$ cat src/rtl/mux_arbiter.sv
// Two-source arbiter driving a data mux. Grants are registered and one-hot
// or zero. A hold counter limits how many accepted beats one source may take
// while the other source waits. A LAST flag breaks ties toward the source
// that was not released most recently.
module mux_arbiter #(
  parameter int MAX_HOLD = 4,
  parameter int WIDTH    = 8
) (
  input  logic             CLK,
  input  logic             RESET,
  input  logic             REQ_1,
  input  logic             REQ_2,
  input  logic [WIDTH-1:0] DATA_1,
  input  logic [WIDTH-1:0] DATA_2,
  input  logic             ACK_IN,
  output logic             GNT_1,
  output logic             GNT_2,
  output logic             MUXSELECT,
  output logic [WIDTH-1:0] OUTMUX,
  output logic             OUTVALID
);

  localparam int CNT_W = $clog2(MAX_HOLD + 1);
  // The counter value at which the next beat reaches the hold limit.
  localparam logic [CNT_W-1:0] CNT_LAST = CNT_W'(MAX_HOLD - 1);
  localparam logic [CNT_W-1:0] CNT_ZERO = CNT_W'(0);
  localparam logic [CNT_W-1:0] CNT_ONE  = CNT_W'(1);

  localparam logic [1:0] IDLE   = 2'd0;
  localparam logic [1:0] GRANT1 = 2'd1;
  localparam logic [1:0] GRANT2 = 2'd2;

  logic [1:0]       state_r;
  logic [1:0]       state_next_s;
  logic [CNT_W-1:0] cnt_r;
  logic [CNT_W-1:0] cnt_next_s;
  // 1 means source 2 was the last one released, 0 means source 1.
  logic             last_two_r;
  logic             last_two_next_s;
  logic             gnt_1_r;
  logic             gnt_2_r;
  logic             msel_r;
  logic             msel_next_s;
  logic             beat_s;
  logic             own_req_s;
  logic             oth_req_s;
  logic [1:0]       oth_state_s;
  logic             own_is_two_s;

  assign GNT_1     = gnt_1_r;
  assign GNT_2     = gnt_2_r;
  assign MUXSELECT = msel_r;
  assign OUTVALID  = (gnt_1_r & REQ_1) | (gnt_2_r & REQ_2);
  assign OUTMUX    = msel_r ? DATA_1 : DATA_2;
  assign beat_s    = OUTVALID & ACK_IN;

  // Identify the owning and the waiting requester for the current grant state.
  always_comb begin
    own_req_s    = 1'b0;
    oth_req_s    = 1'b0;
    oth_state_s  = IDLE;
    own_is_two_s = 1'b0;
    if (state_r == GRANT2) begin
      own_req_s    = REQ_2;
      oth_req_s    = REQ_1;
      oth_state_s  = GRANT1;
      own_is_two_s = 1'b1;
    end else begin
      own_req_s    = REQ_1;
      oth_req_s    = REQ_2;
      oth_state_s  = GRANT2;
      own_is_two_s = 1'b0;
    end
  end

  // Next-state, hold counter and LAST flag decisions.
  always_comb begin
    state_next_s    = state_r;
    cnt_next_s      = cnt_r;
    last_two_next_s = last_two_r;
    case (state_r)
      IDLE: begin
        cnt_next_s = CNT_ZERO;
        if (REQ_1 && REQ_2) begin
          state_next_s = last_two_r ? GRANT1 : GRANT2;
        end else if (REQ_1) begin
          state_next_s = GRANT1;
        end else if (REQ_2) begin
          state_next_s = GRANT2;
        end else begin
          state_next_s = IDLE;
        end
      end
      GRANT1, GRANT2: begin
        if (!own_req_s) begin
          // Owner released: hand over directly if the other side is waiting.
          state_next_s    = oth_req_s ? oth_state_s : IDLE;
          last_two_next_s = own_is_two_s;
          cnt_next_s      = CNT_ZERO;
        end else if (beat_s) begin
          if (cnt_r == CNT_LAST) begin
            // Hold limit reached: yield only when someone else wants the mux.
            cnt_next_s = CNT_ZERO;
            if (oth_req_s) begin
              state_next_s    = oth_state_s;
              last_two_next_s = own_is_two_s;
            end else begin
              state_next_s    = state_r;
            end
          end else begin
            cnt_next_s = cnt_r + CNT_ONE;
          end
        end else begin
          // No accepted beat: everything holds, waiting requester cannot preempt.
          state_next_s = state_r;
        end
      end
      default: begin
        state_next_s = IDLE;
        cnt_next_s   = CNT_ZERO;
      end
    endcase
  end

  // Select follows the granted source and holds its value while idle.
  always_comb begin
    msel_next_s = msel_r;
    if (state_next_s == GRANT1) begin
      msel_next_s = 1'b1;
    end else if (state_next_s == GRANT2) begin
      msel_next_s = 1'b0;
    end else begin
      msel_next_s = msel_r;
    end
  end

  // State and registered outputs, with synchronous reset overriding everything.
  always_ff @(posedge CLK) begin
    if (RESET) begin
      state_r    <= IDLE;
      cnt_r      <= CNT_ZERO;
      last_two_r <= 1'b1;
      gnt_1_r    <= 1'b0;
      gnt_2_r    <= 1'b0;
      msel_r     <= 1'b0;
    end else begin
      state_r    <= state_next_s;
      cnt_r      <= cnt_next_s;
      last_two_r <= last_two_next_s;
      gnt_1_r    <= (state_next_s == GRANT1);
      gnt_2_r    <= (state_next_s == GRANT2);
      msel_r     <= msel_next_s;
    end
  end

endmodule

$ cat config.mk
export PLATFORM = sky130hd
export DESIGN_NAME = mux_arbiter
export DESIGN_NICKNAME = d
export VERILOG_FILES = /design/src/rtl/mux_arbiter.sv
export SDC_FILE = /design/constraint.sdc
export NUM_CORES = 1
export LEC_CHECK = 0
export ABC_AREA = 1
export CORE_AREA = 3 3 60 45
export DETAILED_ROUTE_END_ITERATION = 10
export DIE_AREA = 0 0 63 48
export DONT_BUFFER_PORTS = 1
export PLACE_DENSITY = 0.48
export SYNTH_ARGS = -nofsm -noshare
export SYNTH_HDL_FRONTEND = slang
export SYNTH_SLANG_ARGS = --single-unit
$ cat constraint.sdc
create_clock -name CLK -period 3.3 [get_ports CLK]
set_input_delay 0.33 -clock CLK [delete_from_list [all_inputs] [get_ports CLK]]
set_output_delay 0.33 -clock CLK [all_outputs]
set_load 0.02 [all_outputs]
# Word level (Yosys, flattened, before mapping)
# Cells that the tools add are included.
[classes] eq_ne=8 reduce_logical=6 bitwise=6 mux=22 add_sub_neg=1
[op_table] operator="two-way mux 2 bit" n=10
[op_table] operator="two-way mux 1 bit" n=9
[op_table] operator="two-way mux 8 bit" n=1
[op_table] operator="equality test 2 x 1 -> 1 bit (second input constant)" n=2
[op_table] operator="equality test 2 bit (second input constant)" n=2
[op_table] operator="!= test 2 x 1 -> 1 bit (second input constant)" n=2
[op_table] operator="one-hot mux 2 bit (2 select lines)" n=1
[op_table] operator="AND reduction 4 bit" n=1
[op_table] operator="adder 3 x 1 -> 3 bit (second input constant)" n=1
[op_table] operator="AND 1 bit" n=3
[op_table] operator="equality test 3 x 2 -> 1 bit (second input constant)" n=1
[op_table] operator="two-way mux 3 bit" n=1
[op_table] operator="OR reduction 3 bit" n=1
[op_table] operator="zero test 2 bit" n=1
[op_table] operator="!= test 2 bit (second input constant)" n=1
[op_table] operator="inverter 1 bit" n=2
[op_table] operator="nonzero test 2 bit" n=1
[op_table] operator="OR reduction 2 bit" n=1
[op_table] operator="logical AND 1 bit" n=1
[op_table] operator="bitwise OR 1 bit" n=1
[totals] ff_bits=9 input_bits=21

# Logic depth before layout (Yosys ltp)
# Gate-level depths: netlist of run 1.
[logic_depth] depth_word=10 ltp_mapped=19 mapped_depth_nobuf=19

# Worst setup path after synthesis of run 1
# Ideal clock, no wire load.
[synth_timing] path_kind="register -> register" from="reg state_r[0]" to="reg msel_r (netlist: MUXSELECT)" arrival_time_ns=1.777 setup_ns=0.114 t_required_ns=3.186 path_slack_ns=1.410 path_stages_with_launch=19 synth_period_minus_slack_ns=1.890 path_cell_list="dfxtp_1 > inv_1 > ha_1 > nand2_1 > inv_1 > nor2_1 > o21bai_4 > nand2_2 > nand2_1 > nand2_1 > nand2_1 > nand2_1 > nand2_2 > inv_1 > ha_1 > inv_1 > nor2_1 > a21oi_1 > nor2_1"
[synth_between] elab_chain_cells=9
[synth_rtl] item="from (decl)" line_no="33" source="logic [1:0] state_r;"
[synth_rtl] item="from (signal assigned)" line_no="147" source="state_r <= state_next_s;"
[synth_rtl] item="equality test 2 bit" line_no="63, 81"
[synth_rtl] item="two-way mux 2 bit / two-way mux 1 bit (equally long branches)" line_no="63" source="if (state_r == GRANT2) begin"
[synth_rtl] item="two-way mux 2 bit" line_no="104" source="if (oth_req_s) begin"
[synth_rtl] item="two-way mux 2 bit" line_no="101" source="if (cnt_r == CNT_LAST) begin"
[synth_rtl] item="two-way mux 2 bit" line_no="100" source="end else if (beat_s) begin"
[synth_rtl] item="two-way mux 2 bit" line_no="95" source="if (!own_req_s) begin"
[synth_rtl] item="one-hot mux 2 bit (2 select lines) (*)" line_no="81" source="case (state_r)"
[synth_rtl] item="net state_next_s[0]" line_no="34" source="logic [1:0] state_next_s;"
[synth_rtl] item="equality test 2 x 1 -> 1 bit (*)" line_no="128" source="if (state_next_s == GRANT1) begin"
[synth_rtl] item="two-way mux 1 bit (*)" line_no="128"
[synth_rtl] item="net msel_next_s" line_no="43" source="logic msel_next_s;"
[synth_rtl] item="to (signal assigned)" line_no="152" source="msel_r <= msel_next_s;"
[synth_rtl] item="to (decl)" line_no="42" source="logic msel_r;"
# The timed path passes the listed nets; every way through them passes the cells marked *.
# A chain may end at the register's enable or synchronous reset.

# Worst setup path in the final report of run 1
# Ends and elaborated chain as after synthesis.

==> flow_summary.ini, run 1 <==
[outcome]
status = completed

[yosys]
synth_cell_types = 19
yosysSeqAreaShare_pct = 28.1
synth_seq_cells = 9
yosysWarnings = 0
syn_nets = 112
netlist_area_um2 = 642
synth_cells = 85
syn_avg_cell_area_um2 = 7.55

[grt]
use_met3_pct = 6.10
top_usage_layer = met2
antenna_found_initial = 0
overflow = 0
grt_first_pass_wirelength_um = 2080
grt_pass1_vias = 441
use_met2_pct = 13.0
grt_use_total_pct = 9.54
grt_max_degree = 11
grtUsageMet1_pct = 12.3

[drt]
firstDrtPassIters = 4
vias_per_cell = 4.43
drt_iter0_drc = 27
post-route-drc-count = 0
num_vias = 532
wl_um = 1330
ant_nets = 0
drt-wirelength-per-cell_um = 11.1

[clock_network]
postCtsSetupBuffers = 0
cts_buffer_depth = 2
htree_levels = 1
hold_buffers = 0
cts_tree = built
clock-sinks = 9
cts_resized = 0
clk_pin_slew_worst_paths_ns = 0.07
cts_made_buffers = 3
clkLatencyLatePin_ns = 0.26
root_buffer = clkbuf_4

[worst_setup_path]
path_max_fanout = 5
crit_path_cell_trace = inv_1 > ha_1 > inv_1 > nand2_1 > nand2_1 > nand2_2 > o21bai_4 > nand2_2 > nand2_1 > nand2_1 > nand2_1 > nand2_1 > nand2_2 > inv_1 > ha_1 > inv_1 > nor2_1 > a21oi_1 > nor2_1
critical_path_buf_inv_count = 4
r2r_slack_ns = 1.21
critical_path.top_delay_family = simple AND/OR/NAND/NOR gates
worst_path_most_repeated_cell = nand2_1
cpPeakStageDelay_ns = 0.33
reg2reg_depth = 19
slowest_stage = dfxtp_1
endpoint = MUXSELECT
critical_path.startpoint = state_r[0]
cp_num_cells = 19
r2r-end = MUXSELECT
required_ns = 3.46
reg2reg_from = state_r[0]
startpoint_type = flop
crit_path_end_kind = flop
cp_data_arrival_time_ns = 2.25
path_class = flop to flop

[final_layout]
post_route_cells_drive_above_1_share_pct = 22.7
fill_cells = 237
finalInstanceArea_um2 = 706
multiInputGateArea_um2 = 413
num_antenna_cells = 0
seqCellArea_um2 = 180
fin_nets = 116
final_common_cell = nand2_1
final_cell_mix = nand2_1, inv_1, nor2_1, dfxtp_1, mux2_2
syn_to_final_growth_pct = 9.94

[power]
ir_worst_vdd_uv = 248
p_leak_nw = 0.327
powerDensity_mw_per_mm2 = 475
finalPower_w = 0.000336

[sta]
fin_setup_tns_ns = 0
slew_violations = 0
max_freq_ghz = 0.479
fin_crit_ns = 2.09
rsz0062_at_grt = false
fin_crit_sh_pct = 63.3
worst_slew_pin_slew_ns = 0.544
fin_skew_ns = 0.00237
hold_violations = 0
setup_violations = 0
slew_headroom_pct = 63.7

[placement]
portBuffers = 0
dp_hpwl_um = 1150
placed_area_um2 = 678
gp_congestion = 0.711

[run]
max_cap_violations = 0

[floorplanning]
die_x_um = 63
die_h_um = 48
row_count = 14
start_util_pct = 29.8
placeableCoreArea_mm2 = 0.00215
die_area_mm2 = 0.00302
io-pin-count = 33

[min_path]
min_path_type = primary input to flop
-- cell families after synthesis --
family	synth area share [%]
simple gates	27.1
fa+ha+maj	11.7
flops	28.1
mux	14.0
compound gates	11.5
buf+inv	7.60
-- flip-flops by register name (all words and copies together), names as in the netlist --
register / count
MUXSELECT: 1
last_two_r: 1
state_r: 2
cnt_r: 3
GNT_1: 1
GNT_2: 1
-- layout make-up --
| cell class | instances | share of cell area [%] |
|---|---|---|
| Tap cell | 32 | 5.67 |
| Sequential cell | 9 | 25.5 |
| Inverter | 12 | 6.38 |
| Multi-Input combinational cell | 63 | 58.5 |
| Clock inverter | 1 | 0.709 |
| Clock buffer | 3 | 3.19 |
-- through the flow --
| step | hold WS (ns) | util (%) | setup slack, ns | std cells |
|---|---|---|---|---|
| finish | 0.122 | 32.8 | 1.21 | 120 |
| global placement | 0.398 | 31.5 | 1.24 | 116 |
| CTS | 0.107 | 32.8 | 1.20 | 120 |
| floorplan | 0.397 | - | 1.41 | 85 |
| detailed placement | 0.400 | 31.5 | 1.21 | 116 |
| global route | 0.0883 | 32.8 | 0.952 | 120 |
-- worst reg2reg max path, delay by kind of cell, from the launching register on --
| family | cells | cell delay, ns |
|---|---|---|
| AOI/OAI and AO/OA | 2 | 0.26 |
| and+or+nand+nor | 11 | 0.69 |
| DFF | 1 | 0.33 |
| adders and majority gates | 2 | 0.43 |
| buffers and inverters | 4 | 0.30 |
-- routing by layer --
metal	up-vias	wire, um
li1	281	-
met3	0	89
met4	0	0
met2	17	651
met5	-	0
met1	234	586
-- power breakdown --
group / internal (W) / leakage [nW] / switching, W
Clock: 0.0000448 / 0.0177 / 0.0000419
Sequential: 0.000119 / 0.0734 / 0.0000184
Combinational: 0.0000439 / 0.236 / 0.0000679
-- cells in the mapped netlist --
cell type  number  share of area, %
a21oi_1         4               3.1
a22oi_1         1               1.2
clkbuf_1        1              0.58
dfxtp_1         9                28
ha_1            6                12
inv_1          12               7.0
mux2_2          8                14
nand2_1        15               8.8
nand2_2         5               4.9
nand2_4         1               1.8
nand3_1         2               1.6
nor2_1         12               7.0
nor2_2          1              0.98
nor3_1          1              0.78
o211ai_1        1               1.2
o21ai_0         1              0.78
o21ai_1         3               2.3
o21bai_4        1               2.9
or3b_1          1               1.4
-- worst min path at each step --
stage	start	endpoint	slack (ns)	cells after the start
detailed placement	RESET	state_r[1]	0.40	1
floorplan	RESET	state_r[1]	0.40	1
finish	RESET	state_r[1]	0.12	1
CTS	RESET	state_r[1]	0.11	1
global placement	RESET	state_r[1]	0.40	1
global route	RESET	state_r[1]	0.09	1
Note: power is estimated with default switching activity, not from simulation.
==> inputs of run 2 (changes only) <==
==> constraint.sdc (replaced) <==
create_clock -name CLK -period 2.1 [get_ports CLK]
set_input_delay 0.21 -clock CLK [delete_from_list [all_inputs] [get_ports CLK]]
set_output_delay 0.21 -clock CLK [all_outputs]
set_load 0.02 [all_outputs]
==> flow_summary.ini, run 2 (synthesized netlist as in run 1, its figures left out) <==
[outcome]
status = completed

[sta]
slew_violations = 0
worst_slew_pin_slew_ns = 0.558
fin_skew_ns = 0.00476
slew_headroom_pct = 62.7
fin_crit_ns = 1.94
hold_ws_ns = 0.0546
setup_violations = 0
hold_violations = 0
fin_crit_sh_pct = 92.5
max_freq_ghz = 0.515
rsz0062_at_grt = false

[clock_network]
clk_pin_slew_worst_paths_ns = 0.07
htree_levels = 1
cts_tree = built
cts_made_buffers = 3
clkLatencyLatePin_ns = 0.26
clock-sinks = 9
cts_buffer_depth = 2
root_buffer = clkbuf_4

[grt]
grt_max_degree = 11
grt_first_pass_wirelength_um = 2040
grt_use_total_pct = 9.22
grt_pass1_vias = 433
antenna_found_initial = 0
overflow = 0

[floorplanning]
die_x_um = 63
die_h_um = 48
die_area_mm2 = 0.00302
start_util_pct = 29.8
io-pin-count = 33
row_count = 14
placeableCoreArea_mm2 = 0.00215

[drt]
post-route-drc-count = 0
drt-wirelength-per-cell_um = 11.5
drt_iter0_drc = 25
ant_nets = 0
vias_per_cell = 4.36
wl_um = 1490
num_vias = 563
firstDrtPassIters = 4

[final_layout]
final_cell_mix = nand2_1, nor2_1
largest_register_ffs = 3
final_common_cell = nand2_1
reg_top3 = cnt_r x3, state_r x2
fin_nets = 125
num_antenna_cells = 0
top_register = cnt_r
stdcell_count = 129
post_route_cells_drive_above_1_share_pct = 41.2
syn_to_final_growth_pct = 27.3

[worst_setup_path]
crit_path_end_kind = flop
path_max_fanout = 5
critical_path.startpoint = state_r[0]
crit_path_cell_trace = inv_4 > ha_4 > inv_2 > nand2_2 > nand2_2 > nand2_4 > o21bai_4 > nand2_2 > nand2_1 > nand2_1 > nand2_1 > nand2_1 > nand2_2 > inv_2 > ha_2 > inv_2 > nor2_1 > a21oi_1 > nor2_1
required_ns = 2.26
path_class = flop to flop
startpoint_type = flop
cp_data_arrival_time_ns = 2.10
cpPeakStageDelay_ns = 0.35
critical_path_buf_inv_count = 4
slowest_stage = dfxtp_2
critical_path.top_delay_family = simple AND/OR/NAND/NOR gates
reg2reg_from = state_r[0]

[placement]
dpl.cell_count = 120
portBuffers = 0
gp_congestion = 0.791
dp_hpwl_um = 1190

[min_path]
hp-start = RESET
min_path_type = primary input to flop

[power]
powerDensity_mw_per_mm2 = 705
p_leak_nw = 0.376
ir_worst_vdd_uv = 405

[run]
max_cap_violations = 0
[run 2: changes by cell type in the layout (fill, tap and decap cells not counted), sizes merged]
cell and change:
dlygate4sd3 +1, buf +8
[run 2: report_power, final]
group          switching [W]  internal, W
Clock              0.0000654    0.0000704
Combinational       0.000129    0.0000999
Sequential         0.0000240     0.000187
Total               0.000219     0.000357
[run 2: path summary, 6_finish.rpt]
path / end / slack (ns) / cells after the start
max: MUXSELECT / 0.16 / 19
min: last_two_r / 0.05 / 2
max reg2reg: MUXSELECT / 0.16 / 19
min reg2reg: cnt_r[2] / 0.49 / 2
[run 2: metrics by stage]
stage	area [um2]	power [W]	TNS [ns]	worst slack, ns	utilization, %
after floorplan	642	0.000372	0	0.210	-
after global placement	708	0.000410	-0.00764	-0.00764	32.9
after detailed placement	708	0.000411	-0.00838	-0.00838	32.9
after CTS	748	0.000555	0	0.00874	34.7
after global routing	817	0.000623	0	0.00647	37.9
final	817	0.000576	0	0.157	37.9
[run 2: per-layer routing]
layer | vias up | wire length [um] | global-route usage (%)
li1 | 297 | - | -
met3 | 0 | 91 | 5.87
met2 | 16 | 692 | 11.7
met4 | 0 | 0 | 1.32
met1 | 250 | 701 | 12.8
met5 | - | 0 | 0
[run 2: area by class of cell]
class | count | area [um2]
clock buffer | 3 | 22.5
timing repair buffer | 9 | 70.1
sequential | 9 | 181
multi-input combinational | 63 | 450
tap | 32 | 40.0
fill | 224 | 1340
inverter | 12 | 47.5
clock inverter | 1 | 5.00
[run 2: timing repair]
item | 4_1_cts | 5_1_grt
gates resized for setup | 1 | 15
endpoints found under the setup margin | 1 | 2
setup buffers | 0 | 4
cloned | 0 | 0
pin swaps | 0 | 8
hold endpoints to repair | 5 | 0
hold buffers | 1 | 0
[run 2: worst reg2reg max path, cell delays in order, from the launching register on]
cell and delay, ns:
dfxtp_2 0.35, inv_4 0.05, ha_4 0.17, inv_2 0.06, nand2_2 0.06, nand2_2 0.09, nand2_4 0.06, o21bai_4 0.14
nand2_2 0.07, nand2_1 0.07, nand2_1 0.06, nand2_1 0.05, nand2_1 0.06, nand2_2 0.10, inv_2 0.04, ha_2 0.17
inv_2 0.05, nor2_1 0.03, a21oi_1 0.10, nor2_1 0.05
==> inputs of run 3 (changes only) <==
--- a/config.mk
+++ b/config.mk
@@ -9,8 +9,7 @@
 export CORE_AREA = 3 3 60 45
 export DETAILED_ROUTE_END_ITERATION = 10
 export DIE_AREA = 0 0 63 48
-export DONT_BUFFER_PORTS = 1
-export PLACE_DENSITY = 0.48
+export PLACE_DENSITY = 0.67
 export SYNTH_ARGS = -nofsm -noshare
 export SYNTH_HDL_FRONTEND = slang
 export SYNTH_SLANG_ARGS = --single-unit
==> flow_summary.ini, run 3 (synthesized netlist as in run 1, its figures left out) <==
[clock_network]
cts_made_buffers = 3
htree_levels = 1
clock-sinks = 9
hold_buffers = 0
clk_pin_slew_worst_paths_ns = 0.06
cts_buffer_depth = 2
clkLatencyLatePin_ns = 0.27
cts_tree = built
root_buffer = clkbuf_4

[final_layout]
fin_nets = 160
top_register = cnt_r
multiInputGateArea_um2 = 448
stdcell_count = 164
num_antenna_cells = 0
syn_to_final_growth_pct = 79.3
fill_cells = 216
reg_top3 = cnt_r x3, state_r x2
largest_register_ffs = 3
post_route_cells_drive_above_1_share_pct = 31.1
finish.utilization_pct = 53.4
final_cell_mix = clkdlybuf4s50_1, nand2_1, buf_4, nor2_1, inv_1
final_common_cell = clkdlybuf4s50_1
seqCellArea_um2 = 181

[worst_setup_path]
reg2reg_from = state_r[0]
critical_path_buf_inv_count = 1
crit_path_cell_trace = mux2_2 > clkdlybuf4s50_1
crit_path_end_kind = primary output
critical_path.top_delay_family = flip-flops
r2r_slack_ns = 0.16
cp_data_arrival_time_ns = 1.76
required_ns = 1.89
r2r-end = MUXSELECT
startpoint_type = flop
path_class = flop to primary output
cpPeakStageDelay_ns = 0.56
path_max_fanout = 10
cp_num_cells = 2
slowest_stage = dfxtp_1
reg2reg_depth = 19

[floorplanning]
die_h_um = 48
start_util_pct = 29.8
io-pin-count = 33
placeableCoreArea_mm2 = 0.00215
die_x_um = 63
die_area_mm2 = 0.00302
row_count = 14

[sta]
fin_crit_sh_pct = 93.6
slew_headroom_pct = 73.3
max_freq_ghz = 0.509
fin_setup_tns_ns = 0
fin_crit_ns = 1.97
setup_violations = 0
hold_ws_ns = 0.498
fin_skew_ns = 0.00392
worst_slew_pin_slew_ns = 0.400
slew_violations = 0
hold_violations = 0

[drt]
wl_um = 1780
vias_per_cell = 4.35
drt_iter0_drc = 51
firstDrtPassIters = 4
ant_nets = 0
post-route-drc-count = 0
num_vias = 713
drt-wirelength-per-cell_um = 10.8

[power]
p_seq_share_pct = 30.3
clkPwrFrac_pct = 20.2
p_int_w = 0.000447
ir_worst_vdd_uv = 270
switching_share_pct = 34.3
p_leak_nw = 0.509
p_switching_w = 0.000233
powerDensity_mw_per_mm2 = 591
p_comb_share_pct = 49.4

[placement]
gp_congestion = 0.877
dp_hpwl_um = 1450
portBuffers = 32
dpl.cell_count = 158

[grt]
grt_first_pass_wirelength_um = 2610
grt_pass1_vias = 650
antenna_found_initial = 0
grt_max_degree = 11
overflow = 0
grt_use_total_pct = 11.6

[min_path]
hold_path_end = cnt_r[2]
min_path_cells = 2
min_path_type = flop to flop
hp-start = cnt_r[2]

[outcome]
status = completed

[run]
max_cap_violations = 0
[run 3: power by group through the flow]
stage	clock (W)	combinational [W]	sequential, W
3_3_place_gp	0	0.000314	0.000207
3_5_place_dp	0	0.000320	0.000208
6_report	0.000138	0.000336	0.000206
4_1_cts	0.000147	0.000321	0.000204
2_1_floorplan	0	0.000164	0.000208
5_1_grt	0.000150	0.000365	0.000208
[run 3: tightest hold or removal path, delay by kind of cell, from the launching register on]
kind / cells / cell delay [ns]
compound gates: 1 / 0.08
flops: 1 / 0.33
simple gates: 1 / 0.05
[run 3: worst max path at each step]
stage                 to  slack, ns  startpoint
6_report       OUTMUX[6]       0.13   MUXSELECT
4_1_cts        MUXSELECT       0.01  state_r[0]
3_5_place_dp   MUXSELECT      -0.05       REQ_2
5_1_grt        MUXSELECT      -0.01  state_r[0]
3_3_place_gp   MUXSELECT      -0.04       REQ_2
2_1_floorplan  MUXSELECT       0.21  state_r[0]
[run 3: what timing repair did]
item | in CTS | in global routing
gates resized for setup | 0 | 13
setup endpoints to repair | 0 | 2
buffers inserted | 0 | 2
[run 3: metrics by stage]
| step | instance area, um2 | worst slack (ns) | power (W) |
|---|---|---|---|
| 2_1_floorplan | 642 | 0.210 | 0.000372 |
| 3_3_place_gp | 1070 | -0.0405 | 0.000521 |
| 3_5_place_dp | 1070 | -0.0528 | 0.000528 |
| 4_1_cts | 1100 | 0.0122 | 0.000673 |
| 5_1_grt | 1150 | -0.0112 | 0.000724 |
| 6_report | 1150 | 0.134 | 0.000680 |
[run 3: metal layers]
metal / wire length (um) / track usage, % / part of all wire (%) / vias up
li1: - / - / - / 364
met1: 659 / 10.9 / 37 / 310
met2: 891 / 22.2 / 50 / 37
met3: 214 / 6.81 / 12 / 2
met4: 9 / 3.95 / 0.51 / 0
met5: 0 / 0 / 0 / -
[run 3: layout make-up]
type,count,area share [%]
Tap cell,32,3.48
Clock buffer,4,2.28
Sequential cell,9,15.8
Timing Repair Buffer,44,35.7
Inverter,12,3.91
Multi-Input combinational cell,63,38.9
